$ cat config.mk
export PLATFORM = sky130hd
export DESIGN_NAME = ddr_calib_monitor
export DESIGN_NICKNAME = d
export VERILOG_FILES = /design/src/rtl/ddr_calib_monitor.sv
export SDC_FILE = /design/constraint.sdc
export NUM_CORES = 1
export LEC_CHECK = 0
export ABC_AREA = 1
export BUFFER_PORTS_ARGS = -buffer_cell sky130_fd_sc_hd__clkbuf_2
export CORE_ASPECT_RATIO = 1.75
export CORE_MARGIN = 3
export CORE_UTILIZATION = 30
export CTS_BUF_LIST = sky130_fd_sc_hd__clkbuf_4 sky130_fd_sc_hd__clkbuf_8 sky130_fd_sc_hd__clkbuf_16
export DETAILED_ROUTE_END_ITERATION = 8
export SYNTH_ARGS = -nofsm -noshare
export SYNTH_HDL_FRONTEND = slang
export SYNTH_HIERARCHICAL = 1
export SYNTH_SLANG_ARGS = --single-unit
$ cat constraint.sdc
create_clock -name aclk -period 3 [get_ports aclk]
set_clock_uncertainty 0.05 [all_clocks]
set_input_delay 0.15 -clock aclk [delete_from_list [all_inputs] [get_ports aclk]]
set_output_delay 0.15 -clock aclk [all_outputs]
set_load 0.02 [all_outputs]
$ cat src/rtl/ddr_calib_monitor.sv
// DDR4 calibration monitor: per-channel calib_done synchronisers, calibration/loss FSM,
// saturating loss counters and a single-outstanding AXI4-Lite register slave.
module ddr_calib_lane (
  input  logic       aclk,
  input  logic       aresetn,
  input  logic       i_calib_done,
  input  logic       i_cnt_en,
  input  logic       i_clr,
  output logic       o_cd_s,
  output logic       o_fall,
  output logic [7:0] o_loss_cnt
);
  logic       r_meta, r_sync, r_prev;
  logic [7:0] r_cnt;

  always_ff @(posedge aclk or negedge aresetn) begin
    if (!aresetn) begin
      r_meta <= 1'b0;
      r_sync <= 1'b0;
      r_prev <= 1'b0;
      r_cnt  <= 8'h00;
    end else begin
      r_meta <= i_calib_done;
      r_sync <= r_meta;
      r_prev <= r_sync;
      // clear takes priority, so a fall coinciding with it is dropped
      if (i_clr)                                   r_cnt <= 8'h00;
      else if (i_cnt_en && o_fall && r_cnt != 8'hFF) r_cnt <= r_cnt + 8'd1;
    end
  end

  assign o_cd_s     = r_sync;
  assign o_fall     = r_prev & ~r_sync;
  assign o_loss_cnt = r_cnt;
endmodule

module ddr_calib_monitor #(
  parameter int          NUM_CH        = 4,
  parameter logic [31:0] CALIB_TIMEOUT = 32'd50_000_000,
  parameter logic [31:0] ID_VALUE      = 32'h5744_4D30
) (
  input  logic              aclk,
  input  logic              aresetn,
  input  logic [NUM_CH-1:0] calib_done,
  input  logic [11:0]       s_axil_awaddr,
  input  logic              s_axil_awvalid,
  output logic              s_axil_awready,
  input  logic [31:0]       s_axil_wdata,
  input  logic [3:0]        s_axil_wstrb,
  input  logic              s_axil_wvalid,
  output logic              s_axil_wready,
  output logic [1:0]        s_axil_bresp,
  output logic              s_axil_bvalid,
  input  logic              s_axil_bready,
  input  logic [11:0]       s_axil_araddr,
  input  logic              s_axil_arvalid,
  output logic              s_axil_arready,
  output logic [31:0]       s_axil_rdata,
  output logic [1:0]        s_axil_rresp,
  output logic              s_axil_rvalid,
  input  logic              s_axil_rready,
  output logic              ddr_ready,
  output logic              irq
);
  typedef enum logic [1:0] {
    S_WAIT    = 2'd0,
    S_READY   = 2'd1,
    S_TIMEOUT = 2'd2,
    S_LOST    = 2'd3
  } state_t;

  localparam logic [9:0] A_ID      = 10'h000;
  localparam logic [9:0] A_STATUS  = 10'h001;
  localparam logic [9:0] A_CYCLES  = 10'h002;
  localparam logic [9:0] A_LOSS_LO = 10'h003;
  localparam logic [9:0] A_CTRL    = 10'h004;
  localparam logic [9:0] A_SCRATCH = 10'h005;
  localparam logic [9:0] A_LOSS_HI = 10'h007;

  state_t            r_state, w_state_nxt;
  logic [31:0]       r_calib_cycles;
  logic [NUM_CH-1:0] w_cd_s, w_fall;
  logic [7:0][7:0]   w_loss;
  logic              w_all_done, w_cnt_en, w_clr;
  logic              r_irq, r_irq_en;
  logic [31:0]       r_scratch;
  logic              r_wr_acc, r_bvalid;
  logic              r_arready, r_rvalid;
  logic [31:0]       r_rdata, w_rd_data, w_status;
  logic [9:0]        w_waddr, w_raddr;
  logic              w_unused;

  for (genvar gi = 0; gi < 8; gi++) begin : g_lane
    if (gi < NUM_CH) begin : g_on
      ddr_calib_lane u_lane (
        .aclk        (aclk),
        .aresetn     (aresetn),
        .i_calib_done(calib_done[gi]),
        .i_cnt_en    (w_cnt_en),
        .i_clr       (w_clr),
        .o_cd_s      (w_cd_s[gi]),
        .o_fall      (w_fall[gi]),
        .o_loss_cnt  (w_loss[gi])
      );
    end else begin : g_off
      assign w_loss[gi] = 8'h00;
    end
  end

  assign w_all_done = &w_cd_s;
  assign w_cnt_en   = (r_state == S_READY) || (r_state == S_LOST);

  always_ff @(posedge aclk or negedge aresetn) begin
    if (!aresetn) r_state <= S_WAIT;
    else          r_state <= w_state_nxt;
  end

  always_comb begin
    w_state_nxt = r_state;
    case (r_state)
      S_WAIT: begin
        if (w_all_done)                                     w_state_nxt = S_READY;
        else if (r_calib_cycles == CALIB_TIMEOUT - 32'd1)   w_state_nxt = S_TIMEOUT;
      end
      S_TIMEOUT, S_LOST: if (w_all_done) w_state_nxt = S_READY;
      S_READY:           if (|w_fall)    w_state_nxt = S_LOST;
      default:           w_state_nxt = S_WAIT;
    endcase
  end

  // counting stops on the edge that enters READY, so the value is the time spent calibrating
  always_ff @(posedge aclk or negedge aresetn) begin
    if (!aresetn) begin
      r_calib_cycles <= 32'd0;
      r_irq          <= 1'b0;
    end else begin
      if ((r_state == S_WAIT || r_state == S_TIMEOUT) && !w_all_done &&
          r_calib_cycles != 32'hFFFF_FFFF)
        r_calib_cycles <= r_calib_cycles + 32'd1;
      r_irq <= r_irq_en && (r_state == S_TIMEOUT || r_state == S_LOST);
    end
  end

  assign w_waddr = s_axil_awaddr[11:2];
  assign w_raddr = s_axil_araddr[11:2];
  assign w_clr   = r_wr_acc && w_waddr == A_CTRL && s_axil_wstrb[0] && s_axil_wdata[1];

  // write: accept AW+W together, commit on the handshake edge, hold B until taken
  always_ff @(posedge aclk or negedge aresetn) begin
    if (!aresetn) begin
      r_wr_acc  <= 1'b0;
      r_bvalid  <= 1'b0;
      r_irq_en  <= 1'b0;
      r_scratch <= 32'd0;
    end else begin
      r_wr_acc <= s_axil_awvalid && s_axil_wvalid && !r_bvalid && !r_wr_acc;
      if (r_wr_acc) begin
        r_bvalid <= 1'b1;
        if (w_waddr == A_CTRL && s_axil_wstrb[0]) r_irq_en <= s_axil_wdata[0];
        if (w_waddr == A_SCRATCH)
          for (int b = 0; b < 4; b++)
            if (s_axil_wstrb[b]) r_scratch[8*b +: 8] <= s_axil_wdata[8*b +: 8];
      end else if (r_bvalid && s_axil_bready) begin
        r_bvalid <= 1'b0;
      end
    end
  end

  always_comb begin
    w_status        = 32'd0;
    w_status[NUM_CH-1:0] = w_cd_s;
    w_status[8]     = w_all_done;
    w_status[9]     = (r_state == S_TIMEOUT);
    w_status[10]    = (r_state == S_LOST);
    w_status[13:12] = r_state;
  end

  always_comb begin
    w_rd_data = 32'd0;
    case (w_raddr)
      A_ID:      w_rd_data = ID_VALUE;
      A_STATUS:  w_rd_data = w_status;
      A_CYCLES:  w_rd_data = r_calib_cycles;
      A_LOSS_LO: w_rd_data = w_loss[3:0];
      A_CTRL:    w_rd_data = {31'd0, r_irq_en};
      A_SCRATCH: w_rd_data = r_scratch;
      A_LOSS_HI: w_rd_data = w_loss[7:4];
      default:   w_rd_data = 32'd0;
    endcase
  end

  always_ff @(posedge aclk or negedge aresetn) begin
    if (!aresetn) begin
      r_arready <= 1'b0;
      r_rvalid  <= 1'b0;
      r_rdata   <= 32'd0;
    end else begin
      r_arready <= s_axil_arvalid && !r_rvalid && !r_arready;
      if (r_arready) begin
        r_rvalid <= 1'b1;
        r_rdata  <= w_rd_data;
      end else if (r_rvalid && s_axil_rready) begin
        r_rvalid <= 1'b0;
      end
    end
  end

  assign s_axil_awready = r_wr_acc;
  assign s_axil_wready  = r_wr_acc;
  assign s_axil_bvalid  = r_bvalid;
  assign s_axil_bresp   = 2'b00;
  assign s_axil_arready = r_arready;
  assign s_axil_rvalid  = r_rvalid;
  assign s_axil_rdata   = r_rdata;
  assign s_axil_rresp   = 2'b00;
  assign ddr_ready      = (r_state == S_READY);
  assign irq            = r_irq;
  assign w_unused       = ^{s_axil_awaddr[1:0], s_axil_araddr[1:0]};
endmodule
==> qor.csv, run 1 <==
metric;value;unit
status;finished, final reports clean;
top_reg_cell synth;dfrtp_1;
initial DRC count;459;
clk root buf;clkbuf_16;
Mean Syn Cell Area;7.33;sq um
post-route minimum period;2.10;ns
Lkg Pwr;5.17;nW
pwr/cell area;519;mW/mm^2
n_diodes;0;
Detailed Place HPWL;19800;um
largest net degree at the start of global routing;71;
EDFF count, synth;0;
H-tree Lvls;4;
worst vdd ir;0.349;mV
# resized after CTS;0;
top cell type by total area after synthesis;dfrtp_1;
FP Rows;80;
worst setup path endpoint;r_calib_cycles[31];
drt total wl;26000;um
Critical Path RT;3.26;ns
hold_ws;0.0687;ns
crit start category;register;
hold_buf cts;42;
port bufs;105;
R2R Setup Slk;0.90;ns
Hold Crit Class;in -> reg;
io pins;114;
nets;1375;
GRT Util Overall;17.5;%
critical path capture point type;register;
Core Area;0.0275;sq mm
CTS sink count;148;
Synth Register Bits;148;
die width;133;um
most frequent cell after synthesis;nand2_1;
unrepaired setup endpoints after global routing;no;
final setup violation count;0;
Hold Vio Cnt, Final;0;
DR WL/cell;15.5;um
CTS tree;built;
period utilization;69.9;%
yosys synthesis warning count;6;
total gr overflow;0;
Layout area overhead;23.2;%
top-area cell type share of the netlist area;43.8;%
Worst Max-Slew Pin Slew;0.706;ns
die height;228;um
synth unique cells;40;
post-route setup TNS;0;ns
initial antenna violation count;0;
first-pass GRT wire length;42100;um
f_max;0.477;GHz
CTS buffer count;17;
Worst-Skew Late Latency;0.44;ns
critical path peak fanout;20;
max capacitance violation total;0;
top post-synthesis cells by count;402 x nand2_1, 154 x nand3_1, 148 x dfrtp_1;
vias;7964;
Max-slew headroom;52.9;%
layout cell share with drive strength beyond 1;17.0;%
part of the Yosys area used for sequential elements;43.8;%
DIE AREA;0.0303;sq mm
Syn Std Cell Area;0.00846;sq mm
Post-synth ARST share;100;%
# fillers;2879;
Slew Limit Fails;0;
post-route ant nets;0;
RR Endpoint;r_calib_cycles[31];
Initial Util;30.7;%
Mapped Cells;1154;
largest cells by area after synthesis;dfrtp_1 44%, nand2_1 18%, nand3_1 9.1%;
CTS max path bufs;2;
CP Class;reg -> reg;
CP Data Arrival Time;2.36;ns
Placer Congestion;0.909;
vias in the first global route;7994;
DRC Markers;0;
CP startpoint;g_lane[1].g_on.u_lane/o_cd_s;
setup repair bufs after CTS;0;
Pre-antenna DRT Iters;8;
DR vias/cell;4.74;
CTS clk-pin slew, worst paths;0.06;ns
r2r worst-path depth;6;
Worst R2R Start;g_lane[1].g_on.u_lane/o_cd_s;
==> per-stage QoR <==
step / total power (W) / instance area [sq um] / util, % / setup slack (ns) / cells
3_3_place_gp: 0.00311 / 9370 / 34.1 / 0.820 / 1607
6_report: 0.00541 / 10400 / 37.9 / 0.902 / 1681
5_1_grt: 0.00567 / 10400 / 37.9 / 0.767 / 1681
3_5_place_dp: 0.00313 / 9370 / 34.1 / 0.795 / 1607
4_1_cts: 0.00545 / 10400 / 37.9 / 0.888 / 1681
2_1_floorplan: 0.00285 / 8470 / - / 0.994 / 1157
==> cells in the final DEF, fill, tap and decap left out, drive strengths merged <==
cell type / instances
nor3: 11
dfrtp: 148
bufinv: 3
nand3b: 6
buf: 17
clkinvlp: 3
xnor2: 6
clkinv: 11
a21oi: 8
nor2: 112
xor2: 15
nand4: 29
dlygate4sd3: 42
o21bai: 1
clkbuf: 123
nor4: 2
o21ai: 69
inv: 110
nor3b: 4
conb: 4
ha: 5
nand2: 426
and2: 3
nand3: 154
==> sequential cells by signal (all words and copies together) (netlist names) <==
signal	cells
s_axil_rvalid	1
irq	1
g_lane.g_on.u_lane/o_cd_s	4
r_irq_en	1
s_axil_awready	1
s_axil_arready	1
r_calib_cycles	32
g_lane.g_on.u_lane/o_loss_cnt	32
s_axil_bvalid	1
r_scratch	32
r_state	2
s_axil_rdata	32
g_lane.g_on.u_lane/r_meta	4
g_lane.g_on.u_lane/r_prev	4
==> power by group <==
part	leakage, nW	switching (W)	internal (W)
clock network	0.299	0.000913	0.00137
registers	2.00	0.000200	0.00214
logic	2.87	0.000492	0.000298
==> how the worst min path moves through the flow <==
stage | start | end | slack (ns) | cells after the start
4_1_cts | s_axil_awaddr[2] | r_irq_en | 0.07 | 4
2_1_floorplan | aresetn | g_lane[0].g_on.u_lane/o_cd_s | -0.20 | 0
3_5_place_dp | aresetn | g_lane[0].g_on.u_lane/o_loss_cnt[0] | 0.16 | 1
5_1_grt | s_axil_awaddr[2] | r_irq_en | 0.07 | 4
3_3_place_gp | aresetn | g_lane[0].g_on.u_lane/o_loss_cnt[0] | 0.15 | 1
6_report | s_axil_awaddr[2] | r_irq_en | 0.07 | 4
==> worst max-delay path: stages (launching register included) <==
cell,delay (ns)
dfrtp_1,0.46
nand4_2,0.17
and2_1,0.42
inv_1,0.15
a21oi_2,0.27
buf_4,0.33
o21ai_0,0.12
==> layout make-up <==
type                    instances  area (sq um)  share of cell area, %
clock buffers                  19           453                   4.35
clock inverters                13           173                   1.66
inverters                     114           448                   4.30
multi-input cells             855          4080                   39.2
flip-flops and latches        148          3700                   35.5
well taps                     369           462                   4.43
repair buffers                163          1100                   10.5
==> layer usage <==
metal	track usage [%]	share of wire, %
met4	7.93	3.9
met2	32.0	53
met3	2.82	3.9
met1	19.7	39
met5	0	0
==> cells by family after synthesis <==
logic type / synth area share, %
AO/OA/AOI/OAI: 5.44
XOR/XNOR: 2.17
adder cells (fa/ha/maj): 0.740
buffers and inverters: 8.11
flip-flops: 43.8
other: 0.0443
AND/OR/NAND/NOR: 39.7
No activity file was read; power rests on OpenSTA's default activity.
==> inputs of run 2 (changes only) <==
--- a/config.mk
+++ b/config.mk
@@ -5,7 +5,7 @@
 export SDC_FILE = /design/constraint.sdc
 export NUM_CORES = 1
 export LEC_CHECK = 0
-export ABC_AREA = 1
+export ABC_AREA = 0
 export BUFFER_PORTS_ARGS = -buffer_cell sky130_fd_sc_hd__clkbuf_2
 export CORE_ASPECT_RATIO = 1.75
 export CORE_MARGIN = 3
==> constraint.sdc (replaced) <==
create_clock -name aclk -period 2.2 [get_ports aclk]
set_clock_uncertainty 0.05 [all_clocks]
set_input_delay 0.11 -clock aclk [delete_from_list [all_inputs] [get_ports aclk]]
set_output_delay 0.11 -clock aclk [all_outputs]
set_load 0.02 [all_outputs]
==> run 2 against run 1 <==
Critical path depth is 2 higher; area after synthesis is 9.8% lower; synthesized cell count is 38% lower; largest cell class is now flip-flops and latches; largest power group unchanged.
==> qor.csv, run 2 <==
metric;value;unit;change
clk root buf;clkbuf_16;;
Worst R2R Start;s_axil_awready;;
CTS buffer count;17;;unchanged
worst vdd ir;0.494;mV;+41%
Worst-Skew Late Latency;0.44;ns;about the same
Placer Congestion;0.860;;-5.3%
RR Endpoint;g_lane[2].g_on.u_lane/o_loss_cnt[3];;
slowest stage delay, CP;0.48;ns;+0.02 ns
worst setup path endpoint;g_lane[2].g_on.u_lane/o_loss_cnt[3];;
synth unique cells;59;;+48%
r2r worst-path depth;8;;+2
Detailed Place HPWL;16600;um;-16%
GR Util met1;16.9;%;-2.8 points
CTS sink count;148;;unchanged
nets;977;;-29%
die width;127;um;-4.8%
DIE AREA;0.0275;sq mm;-9.5%
total gr overflow;0;;unchanged
CP cell instances;nor4bb_4, nand3_1, or3b_4, nor2_4, buf_12, buf_12, nor2_1, mux2_1;;
dpl cell area;0.00888;sq mm;-5.3%
period utilization;96.0;%;+26 points
vias;6271;;-21%
CP Class;reg -> reg;;
Critical Path RT;2.47;ns;-0.79 ns
Slew Limit Fails;0;;unchanged
Lkg Pwr;4.64;nW;-10%
CTS max path bufs;2;;unchanged
GRT Util Overall;16.4;%;-1.1 points
commonest non-fill, non-tap cell in the layout;dfrtp_1;;
status;finished, final reports clean;;
post-route minimum period;2.11;ns;+0.0144 ns
fin worst setup slack;0.0872;ns;-0.814 ns
CTS tree;built;;
met2 usage in global routing;31.4;%;-0.62 points
layer with the highest usage;met2;;
CP Data Arrival Time;2.39;ns;+0.03 ns
io pins;114;;unchanged
DRC Markers;0;;unchanged
largest cells by area after synthesis;dfrtp_1 49%, mux2i_1 5.4%, mux2_2 4.9%;;
pwr/cell area;823;mW/mm^2;+58%
Synth Register Bits;148;;unchanged
top-area cell type share of the netlist area;48.5;%;+4.8 points
Max-slew headroom;58.9;%;+6.0 points
R2R Setup Slk;0.09;ns;-0.81 ns
most frequent cell after synthesis;dfrtp_1;;
part of the Yosys area used for sequential elements;48.5;%;+4.8 points
first-pass GRT wire length;35300;um;-16%
port bufs;105;;unchanged
layout cell share with drive strength beyond 1;28.8;%;+12 points
die height;217;um;-4.9%
Hold Vio Cnt, Final;0;;unchanged
most frequent CP cell;buf_12;;
unrepaired setup endpoints after global routing;no;;
crit start category;register;;
top cell type by total area after synthesis;dfrtp_1;;
H-tree Lvls;4;;unchanged
M3 GR Usage;2.38;%;-0.44 points
Mean Syn Cell Area;10.7;sq um;+45%
vias in the first global route;6683;;-16%
max capacitance violation total;0;;unchanged
DR vias/cell;5.11;;+7.9%
final setup violation count;0;;unchanged
initial antenna violation count;1;;+1
post-route ant nets;0;;unchanged
commonest cells after routing, fill and taps aside;147 x dfrtp_1, 104 x clkbuf_2, 54 x inv_1;;
yosys synthesis warning count;6;;unchanged
Pre-antenna DRT Iters;4;;-4
Post-synth ARST share;100;%;unchanged
largest net degree at the start of global routing;53;;-25%
setup slack at placement;0.0366;ns;-0.758 ns
top_reg_cell synth;dfrtp_1;;
Initial Util;30.7;%;about the same
critical path capture point type;register;;
Syn Std Cell Area;0.00763;sq mm;-9.8%
drt total wl;22400;um;-14%
critical path peak fanout;18;;-10%
EDFF count, synth;0;;unchanged
Mapped Cells;716;;-38%
hold_ws;0.160;ns;+0.0910 ns
Hold Crit Class;in -> async;;
FP Rows;76;;-5.0%
final instance area;0.00999;sq mm;-4.1%
post-route setup TNS;0;ns;unchanged
CP startpoint;s_axil_awready;;
top post-synthesis cells by count;148 x dfrtp_1, 54 x inv_1, 41 x mux2i_1;;
DR WL/cell;18.3;um;+18%
initial DRC count;387;;-16%
CTS clk-pin slew, worst paths;0.07;ns;about the same
Critical Path Slowest Stage Cell;or3b_4;;
Worst Max-Slew Pin Slew;0.617;ns;-0.0896 ns
Layout area overhead;31.0;%;
f_max;0.473;GHz;-0.68%
Core Area;0.0248;sq mm;-9.8%
[run 2: per-stage QoR]
| step | utilization [%] | std cells | total power [W] |
|---|---|---|---|
| global route | 40.3 | 1227 | 0.00866 |
| CTS | 39.9 | 1223 | 0.00832 |
| global placement | 35.8 | 1149 | 0.00513 |
| floorplan | - | 719 | 0.00451 |
| detailed placement | 35.8 | 1149 | 0.00520 |
| finish | 40.3 | 1227 | 0.00822 |
[run 2: cells by family (layout without fill, tap and decap cells)]
group                      after synthesis  after routing  share of synthesized area [%]
xor gates and xnor gates                31             31                           3.56
DFF                                    148            148                           48.5
other                                    1              5                         0.0491
AOI/OAI and AO/OA                      119            119                           11.1
buffers and inverters                   97            292                           5.54
adders and majority gates                5              5                          0.820
muxes                                   94             94                           13.4
and+or+nand+nor                        221            221                           17.1
[run 2: critical path, delay by kind of cell, from the launching register on]
family / cells / cell delay (ns)
buffers and inverters: 2 / 0.28
flip-flops: 1 / 0.36
multiplexers: 1 / 0.29
AND/OR/NAND/NOR: 5 / 1.00
[run 2: how the worst min path moves through the flow]
stage	startpoint	to	slack (ns)	cells past startpoint
2_1_floorplan	aresetn	g_lane[0].g_on.u_lane/o_cd_s	-0.24	0
5_1_grt	s_axil_wstrb[0]	r_scratch[4]	0.17	4
6_report	aresetn	s_axil_rdata[14]	0.16	2
4_1_cts	s_axil_awaddr[2]	r_irq_en	0.09	3
3_3_place_gp	aresetn	s_axil_rdata[11]	0.05	1
3_5_place_dp	aresetn	s_axil_rdata[12]	0.05	1
[run 2: routing by layer]
| layer | vias to the layer above | share of wire [%] |
|---|---|---|
| met4 | 0 | 4.4 |
| met2 | 143 | 57 |
| li1 | 2954 | - |
| met3 | 50 | 2.7 |
| met5 | - | 0 |
| met1 | 3124 | 36 |
[run 2: layout make-up]
type / instances / area (sq um)
diodes: 1 / 2.50
repair buffers: 206 / 1500
clock buffers: 18 / 439
fillers: 2429 / 14800
flip-flops and latches: 148 / 3700
multi-input cells: 474 / 3590
clock inverters: 14 / 169
well taps: 312 / 390
inverters: 54 / 203
[run 2: what timing repair did]
item | in CTS | in global routing
hold buffers | 42 | 0
setup endpoints to repair | 0 | 39
setup buffers | 0 | 2
resized for setup | 0 | 7
hold endpoints to repair | 91 | 0
[run 2: power by group]
part           total (W)  switching [W]  internal (W)  leakage, nW
Sequential       0.00360       0.000547       0.00305         1.95
Combinational    0.00162       0.000814      0.000803         2.40
Clock            0.00301        0.00127       0.00174        0.298
Total            0.00822        0.00263       0.00559         4.64
==> inputs of run 3 (changes only) <==
--- a/config.mk
+++ b/config.mk
@@ -9,9 +9,11 @@
 export BUFFER_PORTS_ARGS = -buffer_cell sky130_fd_sc_hd__clkbuf_2
 export CORE_ASPECT_RATIO = 1.75
 export CORE_MARGIN = 3
-export CORE_UTILIZATION = 30
+export CORE_UTILIZATION = 52
 export CTS_BUF_LIST = sky130_fd_sc_hd__clkbuf_4 sky130_fd_sc_hd__clkbuf_8 sky130_fd_sc_hd__clkbuf_16
 export DETAILED_ROUTE_END_ITERATION = 8
+export GPL_ROUTABILITY_DRIVEN = 0
+export PLACE_DENSITY = 0.74
 export SYNTH_ARGS = -nofsm -noshare
 export SYNTH_HDL_FRONTEND = slang
 export SYNTH_HIERARCHICAL = 1
==> run 3 against run 2 <==
Non-clock buffer count increased by 4; register-to-register slack got worse by 0.02 ns; routed wire length is 5.0% lower; hold slack worse by 0.056 ns; global-route usage grew 9.6 points; critical path type unchanged; largest power group unchanged; highest routed layer is now met5.
==> qor.csv, run 3 (synthesis gave the netlist of run 2 again) <==
metric;value;unit;change
CP Class;reg -> reg;;
dpl cells;1017;;-11%
Met2 Wirelength;11200;um;-12%
Worst R2R Start;r_calib_cycles[1];;
post-layout util;68.4;%;+28 points
drt total wl;21300;um;-5.0%
Initial Util;53.1;%;+22 points
Lkg Pwr;4.64;nW;about the same
Core Area;0.0144;sq mm;-42%
critical path peak fanout;11;;-7
Cell Count, Final, Fillers Out;1098;;-11%
first-pass GRT wire length;33700;um;-4.5%
DIE AREA;0.0162;sq mm;-41%
CTS clk-pin slew, worst paths;0.06;ns;about the same
highest routed layer;met5;;
GRT Util Overall;26.0;%;+9.6 points
port bufs;105;;unchanged
DR WL/cell;19.4;um;+6.2%
post-route minimum period;2.13;ns;+0.0166 ns
DRC Markers;0;;unchanged
CTS max path bufs;2;;unchanged
pwr/cell area;836;mW/mm^2;+1.6%
DR WL met3;1030;um;+73%
worst hold start;s_axil_wstrb[0];;
RR Endpoint;r_calib_cycles[7];;
dpl cell area;0.00869;sq mm;-2.1%
commonest cells after routing, fill and taps aside;147 x dfrtp_1, 104 x clkbuf_2, 57 x buf_4;;
die height;166;um;-23%
Hold Crit Class;in -> reg;;
worst vdd ir;0.494;mV;about the same
final setup violation count;0;;unchanged
nets;981;;+0.41%
Worst-Skew Late Latency;0.43;ns;about the same
Seq. cell area;0.00370;sq mm;unchanged
initial antenna violation count;1;;unchanged
vias in the first global route;6828;;+2.2%
Detailed Place HPWL;15100;um;-8.9%
n_diodes;0;;-1
f_max;0.470;GHz;-0.78%
Worst Hold Path EP;r_scratch[6];;
final instance area;0.00983;sq mm;-1.7%
period utilization;96.8;%;+0.76 points
worst hold stages;4;;
Hold Vio Cnt, Final;0;;unchanged
layout cell share with drive strength beyond 1;29.2;%;+0.42 points
area of the multi-input gates;0.00358;sq mm;-0.24%
Slew Limit Fails;0;;unchanged
max capacitance violation total;0;;unchanged
CP Data Arrival Time;2.42;ns;+0.03 ns
FP Rows;58;;-24%
CTS sink count;148;;unchanged
crit start category;register;;
clk root buf;clkbuf_16;;
CTS tree;built;;
status;finished, final reports clean;;
total gr overflow;0;;unchanged
io pins;114;;unchanged
Layout area overhead;28.8;%;
CTS buffer count;17;;unchanged
Pre-antenna DRT Iters;5;;+1
Max-slew headroom;54.4;%;-4.5 points
largest net degree at the start of global routing;59;;+11%
H-tree Lvls;4;;unchanged
Worst Max-Slew Pin Slew;0.684;ns;+0.0672 ns
critical path capture point type;register;;
WL met1;8100;um;+0.21%
r2r worst-path depth;7;;-1
Critical Path RT;2.49;ns;+0.02 ns
DR vias/cell;5.91;;+16%
# fillers;1041;;-57%
vias;6493;;+3.5%
commonest non-fill, non-tap cell in the layout;dfrtp_1;;
R2R Setup Slk;0.07;ns;-0.02 ns
post-route ant nets;0;;unchanged
initial DRC count;373;;-3.6%
die width;97.6;um;-23%
[run 3: cell type report]
class	instances	share of cell area, %
clock buffers	18	4.47
clock inverters	14	1.81
inverters	54	2.06
multi-input cells	474	36.4
flip-flops and latches	148	37.7
well taps	180	2.29
repair buffers	210	15.3
[run 3: per-layer routing]
metal  vias to the layer above  global-route usage (%)
li1                       2969                       -
met1                      3194                    28.4
met2                       253                    46.9
met3                        75                    5.13
met4                         2                    13.8
met5                         -                       0
[run 3: power breakdown]
| group | total, W | internal (W) | switching (W) |
|---|---|---|---|
| registers | 0.00360 | 0.00305 | 0.000547 |
| clock network | 0.00303 | 0.00183 | 0.00120 |
| logic | 0.00159 | 0.000788 | 0.000799 |
| total | 0.00821 | 0.00567 | 0.00254 |
[run 3: worst max-delay path by stage]
stage / startpoint / end / slack, ns / cells after the start
after floorplan: s_axil_awready / g_lane[0].g_on.u_lane/o_loss_cnt[2] / 0.006 / 7
after global placement: r_calib_cycles[1] / r_calib_cycles[30] / 0.05 / 6
after detailed placement: r_calib_cycles[1] / r_calib_cycles[26] / 0.009 / 6
after CTS: r_calib_cycles[1] / r_calib_cycles[7] / 0.03 / 7
after global routing: r_calib_cycles[2] / r_calib_cycles[25] / -0.02 / 6
final: r_calib_cycles[1] / r_calib_cycles[7] / 0.07 / 7
[run 3: worst max-delay path, stage by stage, from the launching register on]
cell and delay [ns]:
dfrtp_1 0.39, ha_4 0.18, nand4_4 0.10, or4_4 0.43
buf_4 0.17, o31a_2 0.43, nand4_1 0.15, xnor2_1 0.14
[run 3: per-stage QoR]
step	power, W	setup TNS, ns	hold slack [ns]	setup WS [ns]
floorplan	0.00451	0	-0.236	0.00612
global placement	0.00499	0	0.0699	0.0537
finish	0.00821	0	0.104	0.0706
CTS	0.00821	0	0.0309	0.0303
global route	0.00858	-0.0160	0.127	-0.0160
detailed placement	0.00511	0	0.0778	0.00898
[run 3: what timing repair did]
item,in CTS,in global routing
hold buffers,42,0
setup buffers,0,5
gates cloned,0,2
setup endpoints to repair,2,20
pin swaps,0,3
resized for setup,2,3
endpoints found under the hold margin,95,0
